## config.mk

```make
export PLATFORM = sky130hd
export DESIGN_NAME = dco_freq_meter
export DESIGN_NICKNAME = d
export VERILOG_FILES = /design/src/rtl/dco_freq_meter.sv
export SDC_FILE = /design/constraint.sdc
export NUM_CORES = 1
export LEC_CHECK = 0
export ABC_AREA = 1
export CORE_ASPECT_RATIO = 0.9
export CORE_MARGIN = 5
export CORE_UTILIZATION = 25
export DETAILED_ROUTE_END_ITERATION = 8
export REMOVE_ABC_BUFFERS = 1
export SLEW_MARGIN = 40
export SYNTH_ARGS = -nofsm -noshare
export SYNTH_HDL_FRONTEND = slang
export SYNTH_SLANG_ARGS = --single-unit
```

## constraint.sdc

```tcl
create_clock -name clk_i -period 1.8 [get_ports clk_i]
set_input_delay 0.45 -clock clk_i [delete_from_list [all_inputs] [get_ports clk_i]]
set_output_delay 0.45 -clock clk_i [all_outputs]
set_load 0.03 [all_outputs]
```

## src/rtl/dco_freq_meter.sv

```systemverilog
// dco_freq_meter: counts rising edges of an asynchronous DCO output over a fixed window of
// GATE_CYCLES clk cycles. It reports the result under a start/valid/ack handshake.
//
// Ports:
//   clk_i       system clock
//   rst_ni      synchronous reset, active low
//   ena_i       block enable; low aborts any measurement in progress
//   dco_in_i    DCO output, asynchronous to clk_i
//   start_i     measurement request (honoured in idle, or in done together with ack_i)
//   ack_i       consumer accepts the current result
//   busy_o      arming or measuring
//   valid_o     result available, held until ack_i
//   count_o     rising edges counted in the gate window (saturating)
//   overflow_o  count saturated during the last measurement
//   period_o    clk cycles between the last two counted rises
//
// Optional feature: define DCO_METER_PERIOD_EN to build the interval counter behind period_o.
// Without it, period_o is tied to zero.
module dco_freq_meter #(
  parameter int unsigned GATE_CYCLES = 256,
  parameter int unsigned CNT_W       = 8,
  parameter int unsigned SYNC_STAGES = 2,
  parameter int unsigned PER_W       = 9
) (
  input  logic             clk_i,
  input  logic             rst_ni,
  input  logic             ena_i,
  input  logic             dco_in_i,
  input  logic             start_i,
  input  logic             ack_i,
  output logic             busy_o,
  output logic             valid_o,
  output logic [CNT_W-1:0] count_o,
  output logic             overflow_o,
  output logic [PER_W-1:0] period_o
);

  localparam int unsigned      GateW    = $clog2(GATE_CYCLES + 1);
  localparam logic [GateW-1:0] GateLast = GateW'(GATE_CYCLES - 1);
  localparam logic [CNT_W-1:0] CntMax   = '1;

  typedef enum logic [1:0] {StIdle, StArm, StMeasure, StDone} state_e;

  state_e                 state_q, state_d;
  logic [SYNC_STAGES-1:0] sync_q;
  logic                   edge_q;
  logic                   rise;
  logic [GateW-1:0]       gate_q, gate_d;
  logic [CNT_W-1:0]       edge_cnt_q, edge_cnt_d, edge_next;
  logic                   ovf_run_q, ovf_run_d, ovf_next;
  logic [CNT_W-1:0]       count_q, count_d;
  logic                   overflow_q, overflow_d;

  // The synchroniser runs every cycle so that the edge detector is already settled when arming.
  always_ff @(posedge clk_i) begin
    if (!rst_ni) begin
      sync_q <= '0;
      edge_q <= 1'b0;
    end else begin
      sync_q <= {sync_q[SYNC_STAGES-2:0], dco_in_i};
      edge_q <= sync_q[SYNC_STAGES-1];
    end
  end

  assign rise = sync_q[SYNC_STAGES-1] & ~edge_q;

  // Saturating edge count; a rise arriving at the ceiling marks overflow.
  assign edge_next = (edge_cnt_q == CntMax) ? edge_cnt_q : edge_cnt_q + CNT_W'(1);
  assign ovf_next  = ovf_run_q | (edge_cnt_q == CntMax);

  always_comb begin
    state_d    = state_q;
    gate_d     = gate_q;
    edge_cnt_d = edge_cnt_q;
    ovf_run_d  = ovf_run_q;
    count_d    = count_q;
    overflow_d = overflow_q;
    case (state_q)
      StIdle: begin
        if (start_i && ena_i) begin
          state_d = StArm;
          gate_d  = '0;
        end
      end
      StArm: begin
        if (!ena_i) begin
          state_d = StIdle;
        end else if (rise) begin
          // Arming edge: opens the window but is not counted.
          state_d    = StMeasure;
          gate_d     = '0;
          edge_cnt_d = '0;
          ovf_run_d  = 1'b0;
        end else if (gate_q == GateLast) begin
          // Stopped DCO: report an empty measurement.
          state_d    = StDone;
          count_d    = '0;
          overflow_d = 1'b0;
        end else begin
          gate_d = gate_q + GateW'(1);
        end
      end
      StMeasure: begin
        if (!ena_i) begin
          state_d = StIdle;
        end else begin
          if (rise) begin
            edge_cnt_d = edge_next;
            ovf_run_d  = ovf_next;
          end
          if (gate_q == GateLast) begin
            // A rise on the final window cycle still counts.
            state_d    = StDone;
            count_d    = rise ? edge_next : edge_cnt_q;
            overflow_d = rise ? ovf_next : ovf_run_q;
          end else begin
            gate_d = gate_q + GateW'(1);
          end
        end
      end
      StDone: begin
        if (!ena_i) begin
          state_d = StIdle;
        end else if (ack_i) begin
          state_d = (start_i) ? StArm : StIdle;
          gate_d  = '0;
        end
      end
      default: state_d = StIdle;
    endcase
  end

  always_ff @(posedge clk_i) begin
    if (!rst_ni) begin
      state_q    <= StIdle;
      gate_q     <= '0;
      edge_cnt_q <= '0;
      ovf_run_q  <= 1'b0;
      count_q    <= '0;
      overflow_q <= 1'b0;
    end else begin
      state_q    <= state_d;
      gate_q     <= gate_d;
      edge_cnt_q <= edge_cnt_d;
      ovf_run_q  <= ovf_run_d;
      count_q    <= count_d;
      overflow_q <= overflow_d;
    end
  end

  assign busy_o     = (state_q == StArm) || (state_q == StMeasure);
  assign valid_o    = (state_q == StDone);
  assign count_o    = count_q;
  assign overflow_o = overflow_q;

`ifdef DCO_METER_PERIOD_EN
  localparam logic [PER_W-1:0] PerMax = '1;

  logic             arm_hit, meas_rise, meas_end, arm_timeout;
  logic [PER_W-1:0] interval_q, interval_inc, last_per_q, period_q;

  assign arm_hit     = (state_q == StArm) && ena_i && rise;
  assign arm_timeout = (state_q == StArm) && ena_i && !rise && (gate_q == GateLast);
  assign meas_rise   = (state_q == StMeasure) && ena_i && rise;
  assign meas_end    = (state_q == StMeasure) && ena_i && (gate_q == GateLast);

  // interval_q holds cycles elapsed minus one, so the value latched on a rise is the full
  // distance from the previous restart.
  assign interval_inc = (interval_q == PerMax) ? interval_q : interval_q + PER_W'(1);

  always_ff @(posedge clk_i) begin
    if (!rst_ni) begin
      interval_q <= '0;
      last_per_q <= '0;
      period_q   <= '0;
    end else begin
      if (arm_hit) begin
        interval_q <= '0;
        last_per_q <= '0;
      end else if (state_q == StMeasure) begin
        if (meas_rise) begin
          last_per_q <= interval_inc;
          interval_q <= '0;
        end else begin
          interval_q <= interval_inc;
        end
      end
      if (meas_end) begin
        period_q <= meas_rise ? interval_inc : last_per_q;
      end else if (arm_timeout) begin
        period_q <= '0;
      end
    end
  end

  assign period_o = period_q;
`else
  assign period_o = '0;
`endif

endmodule

```

== Yosys cells after proc, flatten, opt, wreduce, memory -nomap -nowiden ==
Cells that the tools add are included.
Cells by class
  add/subtract/negate cells: 2
  equal/unequal tests: 15
  bitwise gates (word level): 3
  multiplexer cells: 40
  reduce and logical (&&, ||, !) cells: 8
Operators by type and width (number)
  8-bit two-way mux: 10
  9-bit two-way mux: 7
  9-bit case mux with 4 select lines: 1
  8-bit case mux with 2 select lines: 2
  2-bit inequality test, second input constant: 9
  2-bit two-way mux: 7
  1-bit two-way mux: 10
  9-bit by 1-bit adder with 9-bit output, second input constant: 1
  9-bit by 8-bit equality test with 1-bit output, second input constant: 1
  8-bit by 1-bit adder with 8-bit output, second input constant: 1
  8-bit equality test, second input constant: 1
  2-bit case mux with 4 select lines: 1
  6-bit AND reduction: 1
  5-bit AND reduction: 1
  2-bit equality test, second input constant: 2
  1-bit case mux with 2 select lines: 2
  4-bit AND reduction: 1
  3-bit inequality test, second input constant: 1
  2-bit by 1-bit equality test with 1-bit output, second input constant: 1
  2-bit logical NOT: 1
  2-bit AND reduction: 1
  2-bit nonzero test: 1
  1-bit AND: 1
  1-bit logical AND: 1
  other kinds (3): 3
Storage, ports and cells
  input bits: 6
  flip-flop bits (word level): 32
  output and inout bits: 20

== Depth between registers and ports, before layout ==
  word-level depth: 6
  depth in mapped cells: 11
  depth with buffers taken out: 10

== Worst setup path before layout ==
Ideal clock, no wire load.
  kind: reg-to-reg
  start point: reg state_q[0]
  end point: reg gate_q[2]
  data arrival time: 1.507 ns
  cell stages (with the launch flop): 12
  library setup time: 0.113 ns
  slack: 0.180 ns
  data required time: 1.687 ns
  buffers on the path: 1
  cells stage by stage: dfxtp_1 > inv_1 > ha_1 > buf_6 > nor2_4 > nand2_1 > a21oi_4 > nand2_1 > nand2_1 > inv_1 > nand2_1 > nor2_1
Between the ends
  word-level cells in the longest chain between the ends: 3
Ends and longest elaborated chain
  start, declared: line 44  | state_e state_q, state_d;
  start signal, assigned: line 135  | state_q <= StIdle;
  start signal, assigned: line 142  | state_q <= state_d;
  2-bit equality test, or another cell as far along: line 78  | case (state_q)
  2-bit inequality test (no line)
  5-bit AND reduction (no line)
  end signal, assigned: line 143  | gate_q <= gate_d;
  end, declared: line 48  | logic [GateW-1:0] gate_q, gate_d;
Several ways; a longest one is shown, not always the timed one.
A chain may end at the register's enable or synchronous reset.

== Final worst setup path ==
  start point: reg count_q[0] (netlist: count_o[0])
  end point: out count_o[0]
RTL lines
  start, declared: line 51  | logic [CNT_W-1:0] count_q, count_d;
  start signal, assigned: line 146  | count_q <= count_d;
  end, declared: line 33  | output logic [CNT_W-1:0] count_o,
No word-level cell between the ends.

==> flow_summary.toml <==
[clocking]
holdBufCountCts = 0
post-cts-setup-buffer-count = 0
clk_path_buf_depth = 2
cts.sinks = 32
numCtsBuffers = 5
clk_pin_slew_ns = 0.08
cts-root-buf = "clkbuf_8"
clkLatencyLatePin_ns = 0.29
htreeDepth = 2
tritoncts = "built"

[power]
p_leak_nw = 1.07
power_frac_clock = 0.422
combPwrFrac = 0.156
power_per_cell_area_nw_per_um2 = 777
swShare = 0.266
p_switching_uw = 484
p_int_mw = 1.34
ir_drop_v = 0.000275
pwr-share-seq = 0.422

[routing]
drt_iter0_drc = 60
wirelength_um = 4120
vias = 1688
detail_route.vias_per_cell = 4.22
drt_first_pass_iters = 4
ant_nets = 0
wire_per_inst_um = 10.3
drc_errors = 0

[synthesis]
syn_area_um2 = 1900
yosysMostFrequentCell = "nand2_1"
synth.distinct_cells = 29
synth_top_family_by_area = "simple AND/OR/NAND/NOR gates"
synthFlopType = "dfxtp_1"
yosysSeqAreaShare = 0.338
synthAdderAreaFrac = 0.0462
ys_warn_count = 0
synth_top_area_share = 0.338
synth_edf_count = 0
async_flop_share = 0
ys_ff_latch = 32
synth.top_cells.by_count = "nand2_1, inv_1, dfxtp_1"
yosys.area_share.simple = 0.308
synthMuxAreaShare = 0
synth_xor_area_frac = 0.00462
synth-compound-area-share = 0.157
synthTopCellsByArea = "dfxtp_1, nand2_1, inv_1, a21oi_1, nand3_1"
syn_area_per_cell_um2 = 6.89
synth_largest_area_cell = "dfxtp_1"
synthCells = 275

[floorplan]
num_rows = 30
dieArea_um2 = 9430
start_util = 0.254
fp.dieH_um = 92.6
io_pins = 26
die_w_um = 102
core_area_um2 = 7470

[timing]
fmaxAchievable_ghz = 0.570
drv_slew = 0
finClkSkew_ns = 0.0131
setup_tns_ns = 0
hold_viol_final = 0
finalSetupViolations = 0
rsz0062_at_grt = "false"
fin_ws_ns = 0.0458
fin_crit_sh = 0.975
period_needed_ns = 1.75

[worst_setup_path]
worst_r2r_path_depth = 10
cp.required_ns = 1.35
timing.rr.end = "gate_q[5]"
rrSetupSlack_ns = 0.17
critPathKind = "register to output port"
path_delay_family = "buffers and inverters"
worstSetupEndpointType = "output port"
cp_cell_sequence = "clkdlybuf4s50_1"
path_buf_inv = 1
crit_path_start_kind = "register"
critPathMaxFanout = 2
r2r_start = "state_q[0]"
crit_arrival_ns = 1.30
slowest_delay_ns = 0.67
cpMaxStageDelayCell = "clkdlybuf4s50_1"

[finish]
fin_nets = 316
diodes = 0
final_area_um2 = 2340
nFillCells = 815
synthToLayoutAreaGrowth_pct = 23.6
drive_above_1_share = 0.148

[grt]
grt_max_degree = 26
grt_pass1_vias = 1586
antenna_found_initial = 0
grt_pass1_wl_um = 7210
grt-ovfl-total = 0
grtUsageTotal = 0.0950

[place]
placed_area_um2 = 2200
portBuffers = 16
pre_cts_ws_ns = -0.0844
hpwlAfterDp_um = 3100
routabilityCongestion = 0.822

[min_path]
min_to = "sync_q[1]"
worstHoldPathType = "register to register"
whs_path_depth = 2
hold_start = "sync_q[0]"

[outcome]
outcome = "complete, no violations"

[run]
maxCapViolCount = 0
## metrics by stage
stage | hold slack [ns] | power (mW) | std cells | util
6_report | 0.418 | 1.82 | 400 | 0.314
5_1_grt | 0.451 | 1.92 | 400 | 0.314
4_1_cts | 0.422 | 1.85 | 400 | 0.311
3_5_place_dp | 0.406 | 1.07 | 392 | 0.294
3_3_place_gp | 0.395 | 1.06 | 392 | 0.294
2_1_floorplan | 0.390 | 0.967 | 267 | -
## flip-flops by register name, indices dropped and copies added, names as in the netlist
register and cells:
gate_q 9, count_o 8, edge_cnt_q 8, state_q 2, sync_q 2, edge_q 1, overflow_o 1, ovf_run_q 1
## power by group through the flow
stage | Clock (mW) | Combinational [mW] | Sequential (mW)
floorplan | 0 | 0.192 | 0.775
CTS | 0.795 | 0.285 | 0.767
detailed placement | 0 | 0.284 | 0.783
global placement | 0 | 0.280 | 0.782
finish | 0.769 | 0.283 | 0.769
global route | 0.826 | 0.320 | 0.773
## how the worst max path moves through the flow
| stage | from | end | slack (ns) | depth (start not counted) |
|---|---|---|---|---|
| 6_report | count_o[0] | count_o[0] | 0.05 | 1 |
| 3_5_place_dp | ena_i | gate_q[2] | -0.08 | 9 |
| 4_1_cts | overflow_o | overflow_o | 0.02 | 1 |
| 5_1_grt | count_o[5] | count_o[5] | 0.0007 | 1 |
| 3_3_place_gp | ena_i | gate_q[5] | -0.04 | 9 |
| 2_1_floorplan | state_q[0] | gate_q[2] | 0.17 | 10 |
## area by class of cell
class,count,area (µm²),share of cell area
tap,96,120,0.0513
timing repair buffer,29,285,0.122
multi-input combinational,196,1020,0.436
clock inverter,1,30.0,0.0128
sequential,32,643,0.274
inverter,39,146,0.0625
clock buffer,7,96.3,0.0411
## what timing repair did
action	CTS	global route
gates resized for setup	1	10
pin swaps	0	0
setup endpoints to repair	1	19
gates cloned	0	0
## routing by layer
layer / vias up / GRT usage / share of wire
met4: 0 / 0.0465 / 0.016
li1: 917 / - / -
met2: 41 / 0.126 / 0.39
met5: - / 0 / 0
met1: 723 / 0.139 / 0.54
met3: 7 / 0.0248 / 0.054
## layout by cell type, fill, tap and decap left out, drive strengths merged, types with 7 or more instances in the layout
| master | n |
|---|---|
| a21oi | 29 |
| buf | 14 |
| clkbuf | 8 |
| clkdlybuf4s50 | 10 |
| conb | 9 |
| dfxtp | 32 |
| ha | 7 |
| inv | 39 |
| nand2 | 67 |
| nand3 | 27 |
| nor2 | 23 |
| o21ai | 23 |
## kinds of logic after synthesis
logic type,Yosys count
simple gates,126
buf+inv,55
compound gates,53
flops,32
fa+ha+maj,7
xor+xnor,1
other cells,1
(Power assumes the default switching activity.)
